## src/rtl/small_fv_stream_rcvr_pkg.sv

```systemverilog
// rtl/small_fv_stream_rcvr_pkg.sv - shared types, widths and line-count helper for the small FV receiver
package small_fv_stream_rcvr_pkg;

    localparam int FV_BW   = 64;
    localparam int NODE_W  = 4;
    localparam int LINE_W  = 3;
    localparam int FVNUM_W = 5;
    localparam int TAG_W   = 2;
    localparam int A_W     = NODE_W + LINE_W;

    // Largest fv_num that still fits in 2^LINE_W lines of two values each
    localparam logic [FVNUM_W-1:0] FVNUM_MAX = FVNUM_W'(2 ** (LINE_W + 1));

    typedef enum logic [1:0] {
        ST_IDLE  = 2'd0,
        ST_LOAD  = 2'd1,
        ST_READY = 2'd2,
        ST_RD    = 2'd3
    } state_e;

    typedef struct packed {
        logic             sos;
        logic             eos;
        logic [A_W-1:0]   A;
        logic [FV_BW-1:0] FV_data;
    } fv_stream_t;

    typedef struct packed {
        logic             sos;
        logic             eos;
        logic [FV_BW-1:0] FV_data;
        logic [TAG_W-1:0] PE_tag;
    } pe_rsp_t;

    function automatic logic [FVNUM_W-1:0] line_count(input logic [FVNUM_W-1:0] fv_num);
        logic [FVNUM_W-1:0] sum;
        sum = fv_num + FVNUM_W'(1);
        return sum >> 1;
    endfunction

endpackage

```

## src/rtl/small_fv_rd_seq.sv

```systemverilog
// rtl/small_fv_rd_seq.sv - read sequencer: issues node lines to the SRAM and frames the aligned response
module small_fv_rd_seq
    import small_fv_stream_rcvr_pkg::*;
(
    input  logic               clk,
    input  logic               reset_n,
    input  logic               start,
    input  logic               abort,
    input  logic [NODE_W-1:0]  rd_node,
    input  logic [TAG_W-1:0]   rd_PE_tag,
    input  logic [FVNUM_W-1:0] fv_num,
    input  logic [FV_BW-1:0]   sram_Q,
    output logic               rd_en,
    output logic [A_W-1:0]     rd_addr,
    output pe_rsp_t            rsp,
    output logic               done
);

    logic [NODE_W-1:0]  node_q, node_d;
    logic [TAG_W-1:0]   tag_q, tag_d;
    logic [FVNUM_W-1:0] nlines_q, nlines_d;
    logic [FVNUM_W-1:0] cnt_q, cnt_d;
    logic               cap_vld_q, cap_vld_d;
    logic               cap_first_q, cap_first_d;
    logic               cap_last_q, cap_last_d;
    logic               cap_zero_q, cap_zero_d;
    logic               out_vld_q, out_vld_d;
    logic               out_sos_q, out_sos_d;
    logic               out_eos_q, out_eos_d;
    logic [FV_BW-1:0]   out_data_q, out_data_d;

    always_ff @(posedge clk or negedge reset_n) begin
        if (!reset_n) begin
            node_q      <= '0;
            tag_q       <= '0;
            nlines_q    <= '0;
            cnt_q       <= '0;
            cap_vld_q   <= 1'b0;
            cap_first_q <= 1'b0;
            cap_last_q  <= 1'b0;
            cap_zero_q  <= 1'b0;
            out_vld_q   <= 1'b0;
            out_sos_q   <= 1'b0;
            out_eos_q   <= 1'b0;
            out_data_q  <= '0;
        end else begin
            node_q      <= node_d;
            tag_q       <= tag_d;
            nlines_q    <= nlines_d;
            cnt_q       <= cnt_d;
            cap_vld_q   <= cap_vld_d;
            cap_first_q <= cap_first_d;
            cap_last_q  <= cap_last_d;
            cap_zero_q  <= cap_zero_d;
            out_vld_q   <= out_vld_d;
            out_sos_q   <= out_sos_d;
            out_eos_q   <= out_eos_d;
            out_data_q  <= out_data_d;
        end
    end

    // Issue stage: one line per cycle until the counter reaches nlines
    always_comb begin
        logic [FVNUM_W-1:0] nl;
        nl          = line_count(fv_num);
        node_d      = node_q;
        tag_d       = tag_q;
        nlines_d    = nlines_q;
        cnt_d       = cnt_q;
        cap_vld_d   = 1'b0;
        cap_first_d = 1'b0;
        cap_last_d  = 1'b0;
        cap_zero_d  = 1'b0;
        rd_en       = 1'b0;
        rd_addr     = '0;
        if (abort) begin
            nlines_d = '0;
            cnt_d    = '0;
            tag_d    = '0;
        end else if (start) begin
            node_d      = rd_node;
            tag_d       = rd_PE_tag;
            nlines_d    = nl;
            cap_vld_d   = 1'b1;
            cap_first_d = 1'b1;
            if (nl == '0) begin
                cnt_d      = '0;
                cap_zero_d = 1'b1;
                cap_last_d = 1'b1;
            end else begin
                rd_en      = 1'b1;
                rd_addr    = {rd_node, LINE_W'(0)};
                cnt_d      = FVNUM_W'(1);
                cap_last_d = (nl == FVNUM_W'(1));
            end
        end else if (cnt_q < nlines_q) begin
            rd_en      = 1'b1;
            rd_addr    = {node_q, cnt_q[LINE_W-1:0]};
            cnt_d      = cnt_q + FVNUM_W'(1);
            cap_vld_d  = 1'b1;
            cap_last_d = (cnt_q == nlines_q - FVNUM_W'(1));
        end
    end

    // Output stage registers sram_Q so the response lands two cycles after the request
    always_comb begin
        out_vld_d  = 1'b0;
        out_sos_d  = 1'b0;
        out_eos_d  = 1'b0;
        out_data_d = '0;
        if (!abort && cap_vld_q) begin
            out_vld_d  = 1'b1;
            out_sos_d  = cap_first_q;
            out_eos_d  = cap_last_q;
            out_data_d = cap_zero_q ? '0 : sram_Q;
        end
    end

    always_comb begin
        rsp         = '0;
        done        = 1'b0;
        if (out_vld_q && !abort) begin
            rsp.sos     = out_sos_q;
            rsp.eos     = out_eos_q;
            rsp.FV_data = out_data_q;
            rsp.PE_tag  = tag_q;
            done        = out_eos_q;
        end
    end

endmodule

```

## src/rtl/small_fv_stream_rcvr.sv

```systemverilog
// rtl/small_fv_stream_rcvr.sv - small FV bank stream writer and Edge PE read server; SMFV_STREAM_CHK_EN adds proto_err
module small_fv_stream_rcvr
    import small_fv_stream_rcvr_pkg::*;
(
    input  logic               clk,
    input  logic               reset_n,
    input  logic               st_sos,
    input  logic               st_eos,
    input  logic [A_W-1:0]     st_A,
    input  logic [FV_BW-1:0]   st_FV_data,
    input  logic [FVNUM_W-1:0] fv_num,
    input  logic               rd_req,
    input  logic [NODE_W-1:0]  rd_node,
    input  logic [TAG_W-1:0]   rd_PE_tag,
    output logic               rd_ready,
    output logic               sram_CEN,
    output logic               sram_WEN,
    output logic [A_W-1:0]     sram_addr,
    output logic [FV_BW-1:0]   sram_D,
    input  logic [FV_BW-1:0]   sram_Q,
    output logic               pe_sos,
    output logic               pe_eos,
    output logic [FV_BW-1:0]   pe_FV_data,
    output logic [TAG_W-1:0]   pe_PE_tag,
    output logic               rd_abort
`ifdef SMFV_STREAM_CHK_EN
    ,
    output logic               proto_err
`endif
);

    state_e     state_q, state_d;
    fv_stream_t st_pkt;
    pe_rsp_t    rsp;
    logic       wr_en;
    logic       seq_start;
    logic       seq_abort;
    logic       seq_rd_en;
    logic       seq_done;
    logic [A_W-1:0] seq_rd_addr;

    assign st_pkt = '{sos: st_sos, eos: st_eos, A: st_A, FV_data: st_FV_data};

    always_ff @(posedge clk or negedge reset_n) begin
        if (!reset_n) begin
            state_q <= ST_IDLE;
        end else begin
            state_q <= state_d;
        end
    end

    // An incoming stream always wins over a pending or running read
    always_comb begin
        state_d = state_q;
        case (state_q)
            ST_IDLE: begin
                if (st_pkt.sos) state_d = st_pkt.eos ? ST_READY : ST_LOAD;
            end
            ST_LOAD: begin
                if (st_pkt.eos) state_d = ST_READY;
            end
            ST_READY: begin
                if (st_pkt.sos)  state_d = st_pkt.eos ? ST_READY : ST_LOAD;
                else if (rd_req) state_d = ST_RD;
            end
            ST_RD: begin
                if (st_pkt.sos)    state_d = st_pkt.eos ? ST_READY : ST_LOAD;
                else if (seq_done) state_d = ST_READY;
            end
            default: state_d = ST_IDLE;
        endcase
    end

    always_comb begin
        wr_en      = (state_q == ST_LOAD) || st_pkt.sos;
        seq_start  = (state_q == ST_READY) && rd_req && !st_pkt.sos;
        seq_abort  = (state_q == ST_RD) && st_pkt.sos;
        rd_ready   = (state_q == ST_READY);
        rd_abort   = seq_abort;
        sram_CEN   = 1'b1;
        sram_WEN   = 1'b1;
        sram_addr  = '0;
        sram_D     = '0;
        if (wr_en) begin
            sram_CEN  = 1'b0;
            sram_WEN  = 1'b0;
            sram_addr = st_pkt.A;
            sram_D    = st_pkt.FV_data;
        end else if (seq_rd_en) begin
            sram_CEN  = 1'b0;
            sram_addr = seq_rd_addr;
        end
        pe_sos     = rsp.sos;
        pe_eos     = rsp.eos;
        pe_FV_data = rsp.FV_data;
        pe_PE_tag  = rsp.PE_tag;
    end

    small_fv_rd_seq u_rd_seq (
        .clk       (clk),
        .reset_n   (reset_n),
        .start     (seq_start),
        .abort     (seq_abort),
        .rd_node   (rd_node),
        .rd_PE_tag (rd_PE_tag),
        .fv_num    (fv_num),
        .sram_Q    (sram_Q),
        .rd_en     (seq_rd_en),
        .rd_addr   (seq_rd_addr),
        .rsp       (rsp),
        .done      (seq_done)
    );

`ifdef SMFV_STREAM_CHK_EN
    logic           err_q, err_d;
    logic [A_W-1:0] prev_a_q, prev_a_d;

    always_ff @(posedge clk or negedge reset_n) begin
        if (!reset_n) begin
            err_q    <= 1'b0;
            prev_a_q <= '0;
        end else begin
            err_q    <= err_d;
            prev_a_q <= prev_a_d;
        end
    end

    // Within a node lines must be consecutive; a new node must start at line 0
    always_comb begin
        err_d    = err_q;
        prev_a_d = prev_a_q;
        if (wr_en) prev_a_d = st_A;
        if (state_q == ST_LOAD && st_sos) err_d = 1'b1;
        if (state_q != ST_LOAD && st_eos && !st_sos) err_d = 1'b1;
        if (state_q == ST_LOAD) begin
            if (st_A[A_W-1:LINE_W] == prev_a_q[A_W-1:LINE_W]) begin
                if (st_A[LINE_W-1:0] != prev_a_q[LINE_W-1:0] + LINE_W'(1)) err_d = 1'b1;
            end else if (st_A[LINE_W-1:0] != '0) begin
                err_d = 1'b1;
            end
        end
        if (seq_start && fv_num > FVNUM_MAX) err_d = 1'b1;
    end

    assign proto_err = err_q;
`endif

endmodule

```

## config.mk

```make
export PLATFORM = sky130hd
export DESIGN_NAME = small_fv_stream_rcvr
export DESIGN_NICKNAME = d
export VERILOG_FILES = /design/src/rtl/small_fv_stream_rcvr_pkg.sv /design/src/rtl/small_fv_rd_seq.sv /design/src/rtl/small_fv_stream_rcvr.sv
export SDC_FILE = /design/constraint.sdc
export NUM_CORES = 1
export LEC_CHECK = 0
export ABC_CLOCK_PERIOD_IN_PS = 1900
export CAP_MARGIN = 20
export CORE_MARGIN = 1
export CORE_UTILIZATION = 30
export DETAILED_ROUTE_END_ITERATION = 12
export PLACE_DENSITY_LB_ADDON = 0.12
export SYNTH_ARGS = -nofsm -noshare
export SYNTH_HDL_FRONTEND = slang
export SYNTH_SLANG_ARGS = --single-unit
```

## constraint.sdc

```tcl
create_clock -name clk -period 1.9 [get_ports clk]
set_input_delay 0.38 -clock clk [delete_from_list [all_inputs] [get_ports clk]]
set_output_delay 0.38 -clock clk [all_outputs]
set_load 0.01 [all_outputs]
```

Yosys cells after proc, flatten, opt, wreduce, memory -nomap -nowiden

Index checks and enable logic that the tools add are counted.
W data, S select, Z words.

Flip-flop bits (word level): 89
Input bits: 151
Output and inout port bits: 143
Word-level logic and storage cells: 89

$add $sub $neg: 3
Order comparisons: 1
Equal/unequal tests: 9
Muxes and demuxes: 48
Bitwise gates (word level): 1
Reduce and logical (&&, ||, !) cells: 14

Operator list:

| cell                  | count |
|---|---|
| $mux W64              | 3 |
| $mux W68              | 1 |
| $mux W7               | 6 |
| $mux W5               | 5 |
| $mux W1               | 23 |
| $mux W2               | 9 |
| $add A5 B1 Y5 const B | 2 |
| $pmux W2 S4           | 1 |
| $ne A3 B3 Y1 const B  | 2 |
| $eq A5 B5 Y1          | 1 |
| $logic_and A1 B1 Y1   | 5 |
| $logic_not A5 Y1      | 1 |
| $lt A5 B5 Y1          | 1 |
| $sub A5 B1 Y5 const B | 1 |
| $eq A2 B2 Y1 const B  | 2 |
| $eq A4 B1 Y1 const B  | 1 |
| $ne A2 B2 Y1 const B  | 2 |
| $reduce_and A4 Y1     | 1 |
| $reduce_bool A3 Y1    | 1 |
| $eq A2 B1 Y1 const B  | 1 |
| $logic_not A1 Y1      | 2 |
| $logic_not A2 Y1      | 1 |
| $reduce_and A2 Y1     | 1 |
| $reduce_bool A2 Y1    | 1 |
| other kinds (2)       | 2 |

Longest topological paths before layout

Depth after elaboration: 8
Depth in mapped cells: 7
Gate-level depth less buffers: 7

Modules after synthesis

Synthesis repeated with hierarchy kept, for this count alone.

Cells, all modules: 443
Area total of the unflattened synthesis: 4565.6 um^2

By module, submodules not included:

| module               | instances | cells each | area each (um^2) | sequential area each (um^2) |
|---|---|---|---|---|
| small_fv_rd_seq      | 1         | 331        | 3733.6           | 2152.1 |
| small_fv_stream_rcvr | 1         | 112        | 832.0            | 50.0 |

Worst setup path before layout

OpenSTA, ideal clock, no wires.

Kind: reg-to-output
Start point: register u_rd_seq.cnt_q[2]
End point: output sram_addr[1]
Data arrival time: 1651 ps
Required time: 1520 ps
Path slack: -131 ps
Cell stages (with the launch flop): 7
Buffers on the path: 0
Cell sequence: dfrtp_1 ha_1 o21ai_0 a21oi_1 nor4_4 and2_1 a22o_1

Longest elaborated chain between the ends: 6
Elaborated cells on any way between the ends: 9
Those cells by class: order compare: 1; mux: 8

RTL lines:

| what                                      | RTL line                   | source |
|---|---|---|
| start: declaration                        | small_fv_rd_seq.sv:22      | `logic [FVNUM_W-1:0] cnt_q, cnt_d;` |
| start signal: assignment                  | small_fv_rd_seq.sv:50      | `cnt_q <= cnt_d;` |
| $lt A5 B5 Y1 *                            | small_fv_rd_seq.sv:96      | `end else if (cnt_q < nlines_q) begin` |
| $mux W7 / $mux W1 (equally long branches) | small_fv_rd_seq.sv:96      |  |
| $mux W7 / $mux W1 (equally long branches) | small_fv_rd_seq.sv:80      | `end else if (start) begin` |
| $mux W7 / $mux W1 (equally long branches) | small_fv_rd_seq.sv:76      | `if (abort) begin` |
| $mux W7 *                                 | small_fv_stream_rcvr.sv:89 | `end else if (seq_rd_en) begin` |
| $mux W7 *                                 | small_fv_stream_rcvr.sv:84 | `if (wr_en) begin` |
| end: declaration                          | small_fv_stream_rcvr.sv:18 | `output logic [A_W-1:0] sram_addr,` |

Mark *: on every way between the ends. The rest lies on a longest branch, timed or not.

Worst setup path after layout

Same ends and word-level chain as after synthesis.

==> flow_summary.yaml <==
outcome:
  outcome: "finished, violations left"
  failed_checks: "hold timing, setup timing"
route:
  via_per_inst: 4.67
  finalWirelength_microns: 19600
  first_pass_iters: 4
  initialDrtViolationCount: 237
  via_count: 4720
  detail_route.wl_per_cell_microns: 19.4
  ant_nets: 0
  route.detailed.drc: 0
clock_tree:
  cts_sinks: 88
  cts_tree: "built"
  cts_root_buffer: "clkbuf_16"
  cts_buffers: 9
  clkLatencyLatePin_ns: 0.34
  cts_max_level: 3
  clockBufferDepth: 2
  clkTransAtPathRegs_ns: 0.07
timing:
  period_needed_ns: 2.32
  finalCritPeriodShare_pct: 122
  setup-violations-final: 200
  fin_skew_ns: 0.0104
  rsz0062_at_grt: "yes"
  hold_viol: 4
  slew_violations: 0
  tightest_slew_ns: 0.474
  post-route-worst-setup-slack_ns: -0.416
  fmax_mhz: 432
  final.setup.tns_ns: -28.55
  fin_hold_ws_ns: -0.00474
  slew_headroom_pct: 68.4
layout:
  fill_cells: 1036
  area_growth_pct: 125
  instances_no_fill: 1010
  drive_above_1_share_pct: 53.6
  final_nets: 983
  utilization_pct: 70.0
  diodes: 0
floorplan:
  core_sq_mm: 0.0140
  initial_core_util_pct: 31.1
  io_pins: 294
  fp.dieW_microns: 123
  dieHeight_microns: 123
  rows: 43
  die_area_sq_mm: 0.0151
synth:
  synthFlopType: "dfrtp_1"
  yosysTopAreaCell: "dfrtp_1"
  synth_warnings: 0
  yosysTopAreaCellShare_pct: 50.4
  yosysSeqAreaShare_pct: 50.4
  yosys.cell_count.top_type: "and2_1"
  syn_nets: 594
  synthArstFlopShare_pct: 100
  syn_inst: 436
  yosys-top-cells-area: "dfrtp_1 50%, and2_1 18%, and3_1 10%, nand2_1 2.2%, buf_6 2.1%"
  netlist_area_sq_mm: 0.00437
  ys_ff_latch: 88
  avgSynthCellArea_sq_um: 10.0
  yosysUniqueCellTypes: 39
  synth_commonest_cells: "129 x and2_1, 88 x dfrtp_1, 70 x and3_1"
  synth_edf_count: 0
run:
  drv_cap: 0
worst_setup_path:
  crit_arrival_ns: 1.94
  ff2ff_path_depth: 11
  startpoint_type: "register"
  crit_fanout: 4
  ff2ff_setup_slack_ns: -0.06
  worstSetupEndpoint: "sram_addr[1]"
  critical_path_class: "register to primary output"
  endpoint_kind: "primary output"
  required_ns: 1.52
  crit-reg2reg-launch: "state_q[0]"
  crit_start: "u_rd_seq.cnt_q[2]"
  r2r-end: "u_rd_seq.out_data_q[4]"
place:
  io_buffers: 293
  place_congestion: 0.790
  hpwl_microns: 12000
  dp.cells: 929
hold_path:
  hold_path_class: "primary input to async pin"
grt:
  track_usage_pct: 23.8
  grt_max_degree: 37
  first_global_vias: 4623
  antenna_found_initial: 2
  grt_remaining_overflow: 0
  grt_pass1_wl_microns: 26500
power_and_ir_drop:
  p_per_area_mw_per_mm2: 996
  ir_drop_mv: 0.654
  p_leak_uw: 0.00470
  total_power_uw: 9790
==> state kept, by name, summed over array words and instances, names as in the netlist <==
| register | flops |
|---|---|
| u_rd_seq.cnt_q | 5 |
| u_rd_seq.nlines_q | 4 |
| u_rd_seq.cap_last_q | 1 |
| u_rd_seq.out_sos_q | 1 |
| u_rd_seq.out_eos_q | 1 |
| u_rd_seq.cap_vld_q | 1 |
| u_rd_seq.out_data_q | 64 |
| u_rd_seq.cap_zero_q | 1 |
| state_q | 2 |
| u_rd_seq.cap_first_q | 1 |
| u_rd_seq.tag_q | 2 |
| u_rd_seq.out_vld_q | 1 |
| u_rd_seq.node_q | 4 |
==> cells by family (layout without fill, tap and decap cells) <==
kind of cell               count (synthesis)  count (layout)  share of synthesized area [%]
buffers and inverters                     41             435                           4.95
and+or+nand+nor                          261             261                           36.1
adders and majority gates                  7               7                           2.00
DFF                                       88              88                           50.4
AOI/OAI and AO/OA                         27              27                           4.12
xor gates and xnor gates                  11              11                           2.20
muxes                                      1               1                          0.229
==> critical path: stages, from the launching register on <==
cell and delay, ns:
dfrtp_1 0.42, ha_4 0.20, nor2_2 0.16, a21oi_4 0.10, nor4_4 0.24, and2_4 0.22, a22o_1 0.12, buf_2 0.13
==> cells in the final DEF (no fill, tap or decap), types with 2 or more instances in the layout <==
master and n:
buf_2 13, buf_16 3, buf_4 50, clkinv_2 4, inv_1 4, o211ai_1 3
nand4_1 3, and2_4 82, ha_4 3, a22o_1 2, clkdlybuf4s50_1 146, a21oi_1 4
clkbuf_16 16, inv_2 2, dlymetal6s2s_1 3, a211oi_1 2, buf_12 20, dfrtp_1 87
clkbuf_2 10, inv_6 2, nor3_2 2, and3_1 13, ha_1 3, buf_6 148
and3_4 57, and2_1 48, nand3_1 7, a31oi_1 2, nand2_1 25, buf_8 8
xnor2_1 6, nor2_1 8, nor2_4 2, o22ai_1 2, o21ai_0 3, xor2_1 5
nor4_4 2
==> metrics by stage <==
stage / area (sq um) / setup slack [ns]
2_1_floorplan: 4380 / 0.00587
3_3_place_gp: 7840 / -0.923
3_5_place_dp: 7840 / -1.08
4_1_cts: 9090 / -0.481
5_1_grt: 9830 / -0.541
6_report: 9830 / -0.416
==> routing by layer <==
| metal | vias to the layer above | global-route usage (%) | share of wire [%] |
|---|---|---|---|
| met5 | - | 0 | 0.076 |
| met4 | 2 | 5.34 | 1.5 |
| met3 | 27 | 7.20 | 7.1 |
| met2 | 178 | 38.2 | 50 |
| met1 | 2285 | 31.5 | 41 |
| li1 | 2228 | - | - |
==> where the power goes <==
| group | switching, uW | total, uW | internal, uW |
|---|---|---|---|
| Combinational | 2210 | 5440 | 3240 |
| Clock | 747 | 1770 | 1020 |
| Sequential | 213 | 2580 | 2370 |
==> final cells by class <==
cell class / instances / area (sq um) / share of cell area, %
Multi-Input combinational cell: 307 / 2620 / 26.6
Inverter: 10 / 46.3 / 0.471
Sequential cell: 88 / 2200 / 22.4
Timing Repair Buffer: 409 / 4440 / 45.2
Tap cell: 180 / 225 / 2.29
Clock buffer: 9 / 225 / 2.29
Clock inverter: 7 / 70.1 / 0.713
==> repair_timing <==
item	4_1_cts	5_1_grt
buffers inserted	41	13
endpoints found under the setup margin	208	208
resized for setup	726	205
gates cloned	13	9
pin swaps	64	95
hold buffers	0	0
==> how the worst min path moves through the flow <==
stage          startpoint                      end  slack, ns  cells past startpoint
2_1_floorplan     reset_n               state_q[0]       0.08                      0
3_3_place_gp      reset_n  u_rd_seq.out_data_q[25]       0.36                      1
3_5_place_dp      reset_n  u_rd_seq.out_data_q[25]       0.37                      1
4_1_cts           reset_n  u_rd_seq.out_data_q[25]      0.002                      1
5_1_grt           reset_n  u_rd_seq.out_data_q[25]      0.008                      1
6_report          reset_n   u_rd_seq.out_data_q[0]     -0.005                      1
No activity file was read; power rests on OpenSTA's default activity.
